$ cat config.mk
export PLATFORM = sky130hd
export DESIGN_NAME = anc_sequencer
export DESIGN_NICKNAME = d
export VERILOG_FILES = /design/src/rtl/anc_seq_pkg.sv /design/src/rtl/anc_sat_counter.sv /design/src/rtl/anc_sequencer.sv
export SDC_FILE = /design/constraint.sdc
export NUM_CORES = 1
export LEC_CHECK = 0
export CAP_MARGIN = 25
export CORE_AREA = 2 2 78 80
export CTS_CLUSTER_SIZE = 16
export DETAILED_ROUTE_END_ITERATION = 8
export DIE_AREA = 0 0 80 82
export PLACE_DENSITY = 0.9
export SLEW_MARGIN = 30
export SYNTH_ARGS = -nofsm -noshare
export SYNTH_HDL_FRONTEND = slang
export SYNTH_SLANG_ARGS = --single-unit
$ cat constraint.sdc
create_clock -name clk_in -period 4.8 [get_ports clk_in]
set_input_delay 0.96 -clock clk_in [delete_from_list [all_inputs] [get_ports clk_in]]
set_output_delay 0.96 -clock clk_in [all_outputs]
set_load 0.02 [all_outputs]
$ cat src/rtl/anc_seq_pkg.sv
// Shared types and defaults for the ANC per-sample sequencer.
package anc_seq_pkg;

    localparam int CNT_W_DEF = 16;
    localparam int STATE_W   = 3;

    // Encoded values are visible on state_out for ILA/LED debug.
    typedef enum logic [STATE_W-1:0] {
        S_IDLE    = 3'd0,
        S_LP_WAIT = 3'd1,
        S_ADAPT   = 3'd2,
        S_FILTER  = 3'd3,
        S_CLEAR   = 3'd4
    } state_t;

endpackage

$ cat src/rtl/anc_sat_counter.sv
// Saturating up-counter with synchronous clear; stops at MAX and never wraps.
module anc_sat_counter #(
    parameter int           W   = 16,
    parameter logic [W-1:0] MAX = '1
) (
    input  logic         clk,
    input  logic         rst_n,
    input  logic         clr,
    input  logic         inc,
    output logic [W-1:0] count
);

    // Clear wins over increment; increment holds once MAX is reached.
    always_ff @(posedge clk or negedge rst_n) begin
        if (!rst_n) begin
            count <= '0;
        end else if (clr) begin
            count <= '0;
        end else if (inc && (count != MAX)) begin
            count <= count + W'(1);
        end
    end

endmodule

$ cat src/rtl/anc_sequencer.sv
// Per-sample scheduler: lowpass pair -> NLMS update -> FIR.
// Optional latency statistics are built when ANC_SEQ_STATS_EN is defined;
// otherwise max_lat_out is tied to zero.
module anc_sequencer
    import anc_seq_pkg::*;
#(
    parameter int WARMUP_SAMPLES = 64,
    parameter int STAGE_TIMEOUT  = 1024,
    parameter int CNT_W          = CNT_W_DEF
) (
    input  logic             clk_in,
    input  logic             rst_in,
    input  logic             sample_pulse_in,
    input  logic             nc_on_in,
    input  logic             freeze_in,
    output logic             lp_start_out,
    input  logic             lp_amb_done_in,
    input  logic             lp_fb_done_in,
    output logic             nlms_start_out,
    input  logic             nlms_done_in,
    output logic             fir_start_out,
    input  logic             fir_done_in,
    output logic             coeff_clear_out,
    output logic             busy_out,
    output logic             warm_out,
    output logic [2:0]       state_out,
    output logic [CNT_W-1:0] overrun_cnt_out,
    output logic [CNT_W-1:0] timeout_cnt_out,
    output logic [CNT_W-1:0] max_lat_out
);

    localparam int WARM_W = $clog2(WARMUP_SAMPLES + 1);
    localparam int STG_W  = $clog2(STAGE_TIMEOUT);
    localparam logic [STG_W-1:0]  STG_LAST = STG_W'(STAGE_TIMEOUT - 1);
    localparam logic [WARM_W-1:0] WARM_MAX = WARM_W'(WARMUP_SAMPLES);

    state_t            state_reg, state_next;
    logic [STG_W-1:0]  stage_cnt_reg;
    logic              amb_reg, amb_next, fb_reg, fb_next;
    logic              clear_pending_reg;
    logic              nc_on_d_reg;
    logic              lp_start_reg, lp_start_next;
    logic              nlms_start_reg, nlms_start_next;
    logic              fir_start_reg, fir_start_next;
    logic              coeff_clear_reg, coeff_clear_next;

    logic              amb_seen, fb_seen, stage_expired, nc_fall;
    logic              accept, warm_inc, warm_clr, overrun_inc, timeout_inc;
    logic [WARM_W-1:0] warm_cnt;

    assign nc_fall       = nc_on_d_reg && !nc_on_in;
    assign amb_seen      = amb_reg || lp_amb_done_in;
    assign fb_seen       = fb_reg || lp_fb_done_in;
    assign stage_expired = (stage_cnt_reg == STG_LAST);

    // Next-state, start pulses, done latches and counter strobes.
    always_comb begin
        state_next       = state_reg;
        lp_start_next    = 1'b0;
        nlms_start_next  = 1'b0;
        fir_start_next   = 1'b0;
        coeff_clear_next = 1'b0;
        amb_next         = amb_reg;
        fb_next          = fb_reg;
        accept           = 1'b0;
        warm_inc         = 1'b0;
        warm_clr         = 1'b0;
        overrun_inc      = 1'b0;
        timeout_inc      = 1'b0;

        case (state_reg)
            S_IDLE: begin
                // A pending clear must run before any new sample is started.
                if (clear_pending_reg) begin
                    state_next       = S_CLEAR;
                    coeff_clear_next = 1'b1;
                end else if (sample_pulse_in) begin
                    accept = 1'b1;
                end
            end
            S_LP_WAIT: begin
                overrun_inc = sample_pulse_in;
                amb_next    = amb_seen;
                fb_next     = fb_seen;
                // Decide in the cycle the second done arrives, not one later.
                if (amb_seen && fb_seen) begin
                    if (warm_out && nc_on_in && !freeze_in) begin
                        nlms_start_next = 1'b1;
                        state_next      = S_ADAPT;
                    end else begin
                        fir_start_next = 1'b1;
                        state_next     = S_FILTER;
                    end
                end else if (stage_expired) begin
                    timeout_inc = 1'b1;
                    state_next  = S_IDLE;
                end
            end
            S_ADAPT: begin
                overrun_inc = sample_pulse_in;
                if (nlms_done_in) begin
                    fir_start_next = 1'b1;
                    state_next     = S_FILTER;
                end else if (stage_expired) begin
                    timeout_inc = 1'b1;
                    state_next  = S_IDLE;
                end
            end
            S_FILTER: begin
                if (fir_done_in) begin
                    warm_inc = 1'b1;
                    // Back-to-back: a pulse coinciding with completion is taken directly.
                    if (sample_pulse_in && !clear_pending_reg) begin
                        accept = 1'b1;
                    end else begin
                        overrun_inc = sample_pulse_in;
                        state_next  = S_IDLE;
                    end
                end else begin
                    overrun_inc = sample_pulse_in;
                    if (stage_expired) begin
                        timeout_inc = 1'b1;
                        state_next  = S_IDLE;
                    end
                end
            end
            S_CLEAR: begin
                overrun_inc = sample_pulse_in;
                warm_clr    = 1'b1;
                state_next  = S_IDLE;
            end
            default: begin
                state_next = S_IDLE;
            end
        endcase

        if (accept) begin
            lp_start_next = 1'b1;
            state_next    = S_LP_WAIT;
            amb_next      = 1'b0;
            fb_next       = 1'b0;
        end
    end

    // State, registered pulses, latches and the per-state watchdog.
    always_ff @(posedge clk_in or negedge rst_in) begin
        if (!rst_in) begin
            state_reg       <= S_IDLE;
            stage_cnt_reg   <= '0;
            amb_reg         <= 1'b0;
            fb_reg          <= 1'b0;
            lp_start_reg    <= 1'b0;
            nlms_start_reg  <= 1'b0;
            fir_start_reg   <= 1'b0;
            coeff_clear_reg <= 1'b0;
        end else begin
            state_reg       <= state_next;
            amb_reg         <= amb_next;
            fb_reg          <= fb_next;
            lp_start_reg    <= lp_start_next;
            nlms_start_reg  <= nlms_start_next;
            fir_start_reg   <= fir_start_next;
            coeff_clear_reg <= coeff_clear_next;
            if (state_next != state_reg) begin
                stage_cnt_reg <= '0;
            end else if (state_reg inside {S_LP_WAIT, S_ADAPT, S_FILTER}) begin
                stage_cnt_reg <= stage_cnt_reg + STG_W'(1);
            end
        end
    end

    // Noise-cancel falling edge arms a clear that runs once back in IDLE.
    always_ff @(posedge clk_in or negedge rst_in) begin
        if (!rst_in) begin
            nc_on_d_reg       <= 1'b0;
            clear_pending_reg <= 1'b0;
        end else begin
            nc_on_d_reg <= nc_on_in;
            if (nc_fall) begin
                clear_pending_reg <= 1'b1;
            end else if (state_reg == S_CLEAR) begin
                clear_pending_reg <= 1'b0;
            end
        end
    end

    anc_sat_counter #(.W(WARM_W), .MAX(WARM_MAX)) u_warm_cnt (
        .clk   (clk_in),
        .rst_n (rst_in),
        .clr   (warm_clr),
        .inc   (warm_inc),
        .count (warm_cnt)
    );

    // Debug counters: index 0 = overruns, index 1 = timeouts.
    logic [1:0]       dbg_inc;
    logic [CNT_W-1:0] dbg_cnt [2];
    assign dbg_inc = {timeout_inc, overrun_inc};

    genvar gi;
    generate
        for (gi = 0; gi < 2; gi++) begin : g_dbg_cnt
            anc_sat_counter #(.W(CNT_W)) u_cnt (
                .clk   (clk_in),
                .rst_n (rst_in),
                .clr   (1'b0),
                .inc   (dbg_inc[gi]),
                .count (dbg_cnt[gi])
            );
        end
    endgenerate

`ifdef ANC_SEQ_STATS_EN
    logic [CNT_W-1:0] lat_reg, max_lat_reg;
    logic             lat_run_reg;

    // Latency from sample acceptance to FIR done; maximum kept until reset/CLEAR.
    always_ff @(posedge clk_in or negedge rst_in) begin
        if (!rst_in) begin
            lat_reg     <= '0;
            max_lat_reg <= '0;
            lat_run_reg <= 1'b0;
        end else begin
            if (state_reg == S_CLEAR) begin
                max_lat_reg <= '0;
            end
            if (accept) begin
                lat_reg     <= '0;
                lat_run_reg <= 1'b1;
            end else if (lat_run_reg && (lat_reg != '1)) begin
                lat_reg <= lat_reg + CNT_W'(1);
            end
            if ((state_reg == S_FILTER) && fir_done_in && lat_run_reg) begin
                if (lat_reg > max_lat_reg) begin
                    max_lat_reg <= lat_reg;
                end
                if (!accept) begin
                    lat_run_reg <= 1'b0;
                end
            end
            if (timeout_inc) begin
                lat_run_reg <= 1'b0;
            end
        end
    end

    assign max_lat_out = max_lat_reg;
`else
    assign max_lat_out = '0;
`endif

    assign lp_start_out    = lp_start_reg;
    assign nlms_start_out  = nlms_start_reg;
    assign fir_start_out   = fir_start_reg;
    assign coeff_clear_out = coeff_clear_reg;
    assign busy_out        = (state_reg != S_IDLE);
    assign warm_out        = (warm_cnt == WARM_MAX);
    assign state_out       = state_reg;
    assign overrun_cnt_out = dbg_cnt[0];
    assign timeout_cnt_out = dbg_cnt[1];

endmodule
==> flow_summary.ini, run 1 <==
[logic_synthesis]
synth_cell_type_count = 47
synthSimpleGateAreaFrac = 0.236
synthAdderAreaFrac = 0.0203
synth_top_area_share = 0.488
synth-xor-area-share = 0.130
synth-edff-count = 0
yosysWarnings = 0
synth-seq-cells = 60
syn_inst = 290
ys_seq_area_frac = 0.488
synth_area_leaders = dfrtp_1 (49%), xnor2_1 (6.8%), xor2_1 (5.7%)
async_flop_share = 1.00
muxShareOfSynthArea = 0.0106
synth_top_family_by_area = simple AND/OR/NAND/NOR gates
synth_top_cell_by_area = dfrtp_1
syn_area_um2 = 3080
syn_avg_cell_area_um2 = 10.6
synth_ff_type = dfrtp_1
synth_compound_area_frac = 0.0549

[grt]
grt_pass1_wl_mm = 10.8
antenna_found_initial = 0
grt_pass1_vias = 2281
grt_overflow = 0
grt_max_degree = 44
grt_use_total = 0.214

[sta]
min_period_ps = 2980
worst_pin_slew_ps = 702
max_freq_ghz = 0.336
skew_ps = 8.29
grt_setup_unrepaired = false
slew_headroom = 0.532
hold_viol = 0
fin_crit_sh = 0.621
setup_viol = 0
drv_slew = 0
fin_setup_tns_ps = 0
fin_ws_ps = 1820

[finish]
layout.nets = 359
fin_util = 0.664
antenna_cells = 0
largest_reg_flops = 32
final_common_cell = dfrtp_1
design_area_um2 = 3810
register_area_um2 = 1500
mostFrequentLayoutCells = dfrtp_1 (60), clkdlybuf4s50_1 (48), nor2_1 (25), xnor2_1 (24), xor2_1 (20)
nFillCells = 465
area_growth_pct = 23.9
multi_input_area_um2 = 1450
drive_gt1_frac = 0.0946

[detailed_routing]
ant_nets = 0
drt-pass1-iter-count = 4
viasPerCell = 5.44
vias = 2308
wl_met3_um = 321
route.detailed.drc = 0
drt-met1-wl_mm = 2.70
top_layer = met4
wirelength_mm = 6.34
wl_met2_mm = 3.23
wl_per_cell_um = 14.9
drt_iter0_markers = 133

[run]
maxCapViolations = 0

[floorplanning]
die_w_um = 80
die_y_um = 82
core-area_um2 = 5750
die_area_um2 = 6560
io_pins = 66
core.rowCount = 28
initial_core_util = 0.536

[min_path]
hp-class = reg2reg

[clock_tree]
cts_resized = 0
post-cts-setup-buffer-count = 0
cts_buffers = 9
cts.reportedPaths.clkPinSlew_ps = 70
clock_sinks = 60
cts_tree = done
clock_latency_ps = 340
cts_hold_buf = 0
max-clock-path-buffers = 2
htreeDepth = 3
cts_root_buf = clkbuf_8

[outcome]
outcome = finished clean

[worst_setup_path]
cp-start-kind = register
reg2reg_depth = 5
crit_path_end = warm_out
worstSetupPathType = reg2out
cp-startpoint = u_warm_cnt.count[0]
r2r_end = g_dbg_cnt[0].u_cnt.count[1]
critPathArrivalTime_ps = 2020
reg2reg_from = state_out[1]
cp_max_fo = 4
cp.required_ps = 3840
worstSetupEndpointType = primary output
ff2ff_setup_slack_ps = 2520

[placed_design]
port_buffers = 49
gp_congestion = 0.827
dpl_cell_area_um2 = 3580
dp_slack_ps = 1720
dp_hpwl_mm = 4.40

[power]
power.density_nw_per_um2 = 461
leakage_nw = 1.69
irDropWorstVdd_uv = 333
-- cells in the mapped netlist (2+ instances only) --
master,n
dfrtp_1,60
nor2_1,25
xnor2_1,24
xor2_1,20
nor3_1,18
buf_4,17
nand3_1,17
nand2_1,16
nand4_1,13
inv_1,10
and3_1,8
a21oi_1,6
and2_1,5
and4_1,5
ha_1,5
o21ai_0,3
buf_2,2
clkbuf_1,2
mux2_2,2
nand2b_1,2
nor2b_1,2
nor4_4,2
o22ai_1,2
-- power by group --
part	leakage (nW)	total (mW)	switching [mW]	internal, mW
Clock	0.122	0.551	0.196	0.354
Combinational	0.767	0.549	0.329	0.220
Sequential	0.804	0.659	0.0881	0.571
Total	1.69	1.76	0.614	1.15
-- worst max-delay path, stage by stage (launching register included) --
cell,delay [ps]
dfrtp_1,420
inv_1,70
ha_1,140
nor4b_4,250
and3_1,200
clkdlybuf4s50_1,600
-- metrics by stage --
step / cells / power (mW) / hold WS, ps
2_1_floorplan: 305 / 1.03 / 463
3_3_place_gp: 409 / 1.19 / 470
3_5_place_dp: 409 / 1.22 / 476
4_1_cts: 424 / 1.77 / 490
5_1_grt: 424 / 1.86 / 506
6_report: 424 / 1.76 / 490
-- kinds of logic (layout without fill, tap and decap cells) --
kind of cell	count (synthesis)	in the layout
simple gates	123	123
flops	60	60
xor+xnor	45	45
buf+inv	31	75
compound gates	22	22
fa+ha+maj	5	5
mux	3	3
other cells	1	16
-- area by class of cell --
| class | instances | share of cell area |
|---|---|---|
| inverter | 10 | 0.00984 |
| multi-input combinational | 214 | 0.380 |
| clock buffer | 10 | 0.0361 |
| clock inverter | 5 | 0.0262 |
| tap | 75 | 0.0246 |
| sequential | 60 | 0.394 |
| timing repair buffer | 50 | 0.129 |
-- how the worst min path moves through the flow --
stage          slack, ps  depth (start not counted)                    startpoint                           end
5_1_grt              510                          1   g_dbg_cnt[1].u_cnt.count[5]   g_dbg_cnt[1].u_cnt.count[5]
4_1_cts              490                          1   g_dbg_cnt[1].u_cnt.count[5]   g_dbg_cnt[1].u_cnt.count[5]
6_report             490                          1  g_dbg_cnt[1].u_cnt.count[11]  g_dbg_cnt[1].u_cnt.count[11]
3_3_place_gp         470                          1   g_dbg_cnt[1].u_cnt.count[5]   g_dbg_cnt[1].u_cnt.count[5]
2_1_floorplan        460                          2                        fb_reg                        fb_reg
3_5_place_dp         480                          1  g_dbg_cnt[1].u_cnt.count[15]  g_dbg_cnt[1].u_cnt.count[15]
-- routing by layer --
layer	vias up	GRT usage
met5	-	0
met1	1140	0.283
met4	0	0.0780
li1	1091	-
met2	68	0.347
met3	9	0.0495
Note: power is estimated with default switching activity, not from simulation.
==> run 2, diff against run 1 <==
--- a/config.mk
+++ b/config.mk
@@ -6,11 +6,11 @@
 export NUM_CORES = 1
 export LEC_CHECK = 0
 export CAP_MARGIN = 25
-export CORE_AREA = 2 2 78 80
+export CORE_AREA = 2 2 81 83
 export CTS_CLUSTER_SIZE = 16
 export DETAILED_ROUTE_END_ITERATION = 8
-export DIE_AREA = 0 0 80 82
-export PLACE_DENSITY = 0.9
+export DIE_AREA = 0 0 83 85
+export PLACE_DENSITY = 0.85
 export SLEW_MARGIN = 30
 export SYNTH_ARGS = -nofsm -noshare
 export SYNTH_HDL_FRONTEND = slang
==> constraint.sdc (replaced) <==
create_clock -name clk_in -period 3.1 [get_ports clk_in]
set_input_delay 0.62 -clock clk_in [delete_from_list [all_inputs] [get_ports clk_in]]
set_output_delay 0.62 -clock clk_in [all_outputs]
set_load 0.02 [all_outputs]
==> run 2 against run 1 <==
  * Global-route usage fell by 2.9 points
  * Via count fell by 0.82%
  * Setup slack got worse by 1400 ps
  * Final area fell by 1.3%
  * Clock skew barely moved
  * Die area rose by 7.5%
  * Register-to-register slack got worse by 1600 ps
  * First-iteration DRC count fell by 26%
  * Sequential power rose by 55%
  * Utilization fell by 5.7 points
  * Critical path depth did not move
  * Total power rose by 42%
  * Critical endpoint unchanged
  * Largest cell class unchanged
==> flow_summary.ini, run 2 (same netlist as run 1, synthesis figures left out) <==
[floorplanning]
die_area_um2 = 7060
initial_core_util = 0.496
io_pins = 66
core.rowCount = 29
die_y_um = 85
die_w_um = 83
core-area_um2 = 6200

[worst_setup_path]
slowest_delay_ps = 610
worstSetupEndpointType = primary output
path_buf_inv = 2
crit_chain = inv_1 -> ha_1 -> nor4b_4 -> and3_1 -> clkdlybuf4s50_1
reg2reg_depth = 7
critPathArrivalTime_ps = 2030
worstSetupPathType = reg2out
r2r_end = stage_cnt_reg[2]
cp_max_fo = 4
reg2reg_from = stage_cnt_reg[0]
cpLargestDelayFamily = buffers and inverters
cp_slowest_cell = clkdlybuf4s50_1
cp.required_ps = 2480
cp-start-kind = register
ff2ff_setup_slack_ps = 940

[sta]
grt_setup_unrepaired = false
max_freq_ghz = 0.377
skew_ps = 7.83
worst_pin_slew_ps = 571
fin_setup_tns_ps = 0
drv_slew = 0
setup_viol = 0
hold_slack_ps = 179
slew_headroom = 0.619
hold_viol = 0
fin_crit_sh = 0.855
min_period_ps = 2650

[finish]
drive_gt1_frac = 0.0940
antenna_cells = 0
final_common_cell = dfrtp_1
mostFrequentLayoutCells = dfrtp_1 (60), clkdlybuf4s50_1 (48), nor2_1 (25), xnor2_1 (24), xor2_1 (20)
largest_reg_flops = 32
layout.nets = 361
fin_util = 0.607
design_area_um2 = 3760
area_growth_pct = 22.2

[placed_design]
dp_hpwl_mm = 4.36
port_buffers = 49
gp_congestion = 0.792
dpl_cell_area_um2 = 3590

[detailed_routing]
route.detailed.drc = 0
drt-pass1-iter-count = 4
wl_per_cell_um = 14.3
viasPerCell = 5.35
drt_iter0_markers = 99
wirelength_mm = 6.11
vias = 2289
ant_nets = 0

[power]
power.density_nw_per_um2 = 663
leakage_nw = 1.67
irDropWorstVdd_uv = 451

[grt]
grt_pass1_vias = 2322
grt_use_total = 0.185
grt_max_degree = 46
grt_pass1_wl_mm = 10.6
grt_overflow = 0
antenna_found_initial = 0

[clock_tree]
clock_sinks = 60
cts_root_buf = clkbuf_8
post-cts-setup-buffer-count = 0
clock_latency_ps = 340
cts_buffers = 9
max-clock-path-buffers = 2
htreeDepth = 3
cts_resized = 0
cts.reportedPaths.clkPinSlew_ps = 60
cts_hold_buf = 0
cts_tree = done

[min_path]
hp-class = in2async

[run]
maxCapViolations = 0

[outcome]
outcome = finished clean
[run 2: how the worst max path moves through the flow]
| stage | depth (start not counted) | startpoint | endpoint |
|---|---|---|---|
| after floorplan | 8 | state_out[0] | g_dbg_cnt[0].u_cnt.count[10] |
| after global placement | 8 | fir_done_in | stage_cnt_reg[0] |
| after detailed placement | 7 | lp_amb_done_in | stage_cnt_reg[2] |
| after CTS | 5 | u_warm_cnt.count[0] | warm_out |
| after global routing | 5 | u_warm_cnt.count[0] | warm_out |
| final | 5 | u_warm_cnt.count[0] | warm_out |
[run 2: cell type report]
type,count,area [µm²]
Tap cell,77,96.3
Sequential cell,60,1500
Timing Repair Buffer,52,508
Clock inverter,2,10.0
Multi-Input combinational cell,214,1450
Inverter,10,37.5
Clock buffer,13,159
Fill cell,528,2440
[run 2: per-layer routing]
metal  track usage  up-vias  routed length, µm  part of all wire
met4        0.0671        0                104             0.017
met2         0.302       57               2910              0.48
met1         0.244     1131               2870              0.47
met5             0        -                  0                 0
li1              -     1090                  -                 -
met3        0.0428       11                212             0.035
[run 2: power breakdown]
part | switching, mW | internal [mW]
registers | 0.138 | 0.885
logic | 0.502 | 0.351
clock network | 0.295 | 0.327
total | 0.934 | 1.56
[run 2: per-stage QoR]
step	setup slack (ps)	std cells	total power, mW
after floorplan	1050	305	1.60
after global placement	568	413	1.87
after detailed placement	532	413	1.89
after CTS	441	428	2.51
after global routing	347	428	2.65
final	451	428	2.50
==> run 3, diff against run 2 <==
--- a/config.mk
+++ b/config.mk
@@ -6,12 +6,13 @@
 export NUM_CORES = 1
 export LEC_CHECK = 0
 export CAP_MARGIN = 25
-export CORE_AREA = 2 2 81 83
+export CORE_AREA = 2 2 86 88
 export CTS_CLUSTER_SIZE = 16
 export DETAILED_ROUTE_END_ITERATION = 8
-export DIE_AREA = 0 0 83 85
+export DIE_AREA = 0 0 88 90
 export PLACE_DENSITY = 0.85
 export SLEW_MARGIN = 30
 export SYNTH_ARGS = -nofsm -noshare
 export SYNTH_HDL_FRONTEND = slang
+export SYNTH_HIERARCHICAL = 1
 export SYNTH_SLANG_ARGS = --single-unit
==> run 3 against run 2 <==
  * Utilization increased by 2.0 points
  * Critical path depth shrank 2
  * Synthesized cell count increased by 32%
  * Setup slack got worse by 180 ps
  * Sequential power down 7%
  * Die area up 12%
  * Cell count increased by 26%
  * Flip-flop and latch count is the same
  * Final area up 17%
==> flow_summary.ini, run 3 <==
[outcome]
outcome = finished clean

[logic_synthesis]
synthTopCellsByCount = dfrtp_1 (60), nand2_1 (34), nor2_1 (30)
synth-seq-cells = 60
async_flop_share = 1.00
synth_top_cell_by_area = dfrtp_1
synth_top_area_share = 0.417
synthMostInstantiatedCell = dfrtp_1
syn_avg_cell_area_um2 = 9.41
syn_area_um2 = 3600
synth-edff-count = 0
synth_area_leaders = dfrtp_1 (42%), a21oi_1 (3.8%), nand2_1 (3.5%)
ys_seq_area_frac = 0.417
yosysWarnings = 6
syn_inst = 383
synth_ff_type = dfrtp_1
synth_cell_type_count = 57

[finish]
final_common_cell = dfrtp_1
layout.nets = 451
mostFrequentLayoutCells = dfrtp_1 (60), clkdlybuf4s50_1 (48), nand2_1 (34), nor2_1 (30), a21oi_1 (27)
multi_input_area_um2 = 1940
area_growth_pct = 22.0
drive_gt1_frac = 0.122
antenna_cells = 0
largest_reg_flops = 32
nFillCells = 609
register_area_um2 = 1500
design_area_um2 = 4400

[worst_setup_path]
worstSetupEndpointType = primary output
critPathArrivalTime_ps = 2210
ff2ff_setup_slack_ps = 400
cp_slowest_cell = clkdlybuf4s50_1
cp_max_fo = 7
r2r_end = g_dbg_cnt[0].u_cnt/count[3]
cp.required_ps = 2480
crit_chain = or4b_4 -> and2b_2 -> clkdlybuf4s50_1
reg2reg_depth = 7
cp-start-kind = register
reg2reg_from = state_out[0]
worstSetupPathType = reg2out
slowest_delay_ps = 590

[power]
leakage_nw = 1.84
power_mw = 2.53
irDropWorstVdd_uv = 411
power.density_nw_per_um2 = 575

[detailed_routing]
viasPerCell = 5.89
vias = 3187
drt_iter0_markers = 137
wl_per_cell_um = 15.1
drt-pass1-iter-count = 5
ant_nets = 0
wirelength_mm = 8.19
route.detailed.drc = 0

[sta]
grt_setup_unrepaired = false
min_period_ps = 2830
hold_viol = 0
slew_headroom = 0.442
fin_setup_tns_ps = 0
fin_crit_sh = 0.912
worst_pin_slew_ps = 816
max_freq_ghz = 0.354
hold_slack_ps = 292
drv_slew = 0
skew_ps = 8.81
fin_ws_ps = 273
setup_viol = 0

[placed_design]
gp_congestion = 0.936
dp_slack_ps = 82.2
port_buffers = 49
dp_hpwl_mm = 5.65
dpl_cell_area_um2 = 4150

[grt]
antenna_found_initial = 0
grt_max_degree = 47
grt_use_total = 0.219
grt_overflow = 0
grt_pass1_wl_mm = 14.0
grt_pass1_vias = 3195

[min_path]
hp-class = in2async

[clock_tree]
clock_latency_ps = 340
cts_tree = done
cts_resized = 0
post-cts-setup-buffer-count = 0
cts_root_buf = clkbuf_8
cts.reportedPaths.clkPinSlew_ps = 70
clock_sinks = 60
max-clock-path-buffers = 2
cts_hold_buf = 0
cts_buffers = 9
htreeDepth = 3

[run]
maxCapViolations = 0

[floorplanning]
core.rowCount = 31
die_area_um2 = 7920
io_pins = 66
initial_core_util = 0.513
die_w_um = 88
core-area_um2 = 7020
die_y_um = 90
-- run 3: cell types whose count changed after synthesis, sizes merged, moves of 15 or more --
cell | previous run | this run
o31ai | 0 | 15
nand2 | 17 | 34
or4 | 0 | 15
a21oi | 6 | 27
xnor2 | 24 | 2
-- run 3: worst max-delay path by stage --
stage,from,to
global placement,lp_amb_done_in,g_dbg_cnt[1].u_cnt/count[3]
global route,state_out[0],g_dbg_cnt[0].u_cnt/count[3]
floorplan,state_out[1],g_dbg_cnt[0].u_cnt/count[3]
CTS,u_warm_cnt/count[2],warm_out
finish,u_warm_cnt/count[2],warm_out
detailed placement,lp_amb_done_in,g_dbg_cnt[1].u_cnt/count[3]
-- run 3: cell families (layout without fill, tap and decap cells) --
| group | Yosys count | in the layout | synth area share |
|---|---|---|---|
| AO/OA/AOI/OAI | 75 | 75 | 0.139 |
| XOR/XNOR | 11 | 11 | 0.0267 |
| adder cells (fa/ha/maj) | 5 | 5 | 0.0174 |
| buffers and inverters | 44 | 84 | 0.0670 |
| flip-flops | 60 | 60 | 0.417 |
| multiplexers | 11 | 11 | 0.0347 |
| other | 1 | 20 | 0.00104 |
| AND/OR/NAND/NOR | 176 | 176 | 0.297 |
-- run 3: area by class of cell --
type,instances,share of cell area
multi-input cells,298,0.441
flip-flops and latches,60,0.342
repair buffers,55,0.121
clock buffers,12,0.0353
well taps,99,0.0282
clock inverters,4,0.0216
inverters,13,0.0111
-- run 3: per-layer routing --
layer | vias to the layer above | track usage | wire length, µm
li1 | 1491 | - | -
met1 | 1570 | 0.274 | 3460
met2 | 118 | 0.367 | 4210
met3 | 8 | 0.0367 | 414
met4 | 0 | 0.0962 | 103
met5 | - | 0 | 0
-- run 3: critical path: cells and delay by family (launching register included) --
family	cells	cell delay, ps
and+or+nand+nor	2	800
buffers and inverters	1	590
DFF	1	470
-- run 3: report_power, final --
part	switching, mW	total (mW)	internal, mW	leakage, nW
combinational	0.428	0.685	0.257	0.889
clock	0.318	0.895	0.577	0.127
sequential	0.0967	0.948	0.851	0.823
-- run 3: per-stage QoR --
stage,std cells,utilization
finish,541,0.626
global route,541,0.626
CTS,541,0.626
detailed placement,525,0.590
global placement,525,0.589
floorplan,402,-
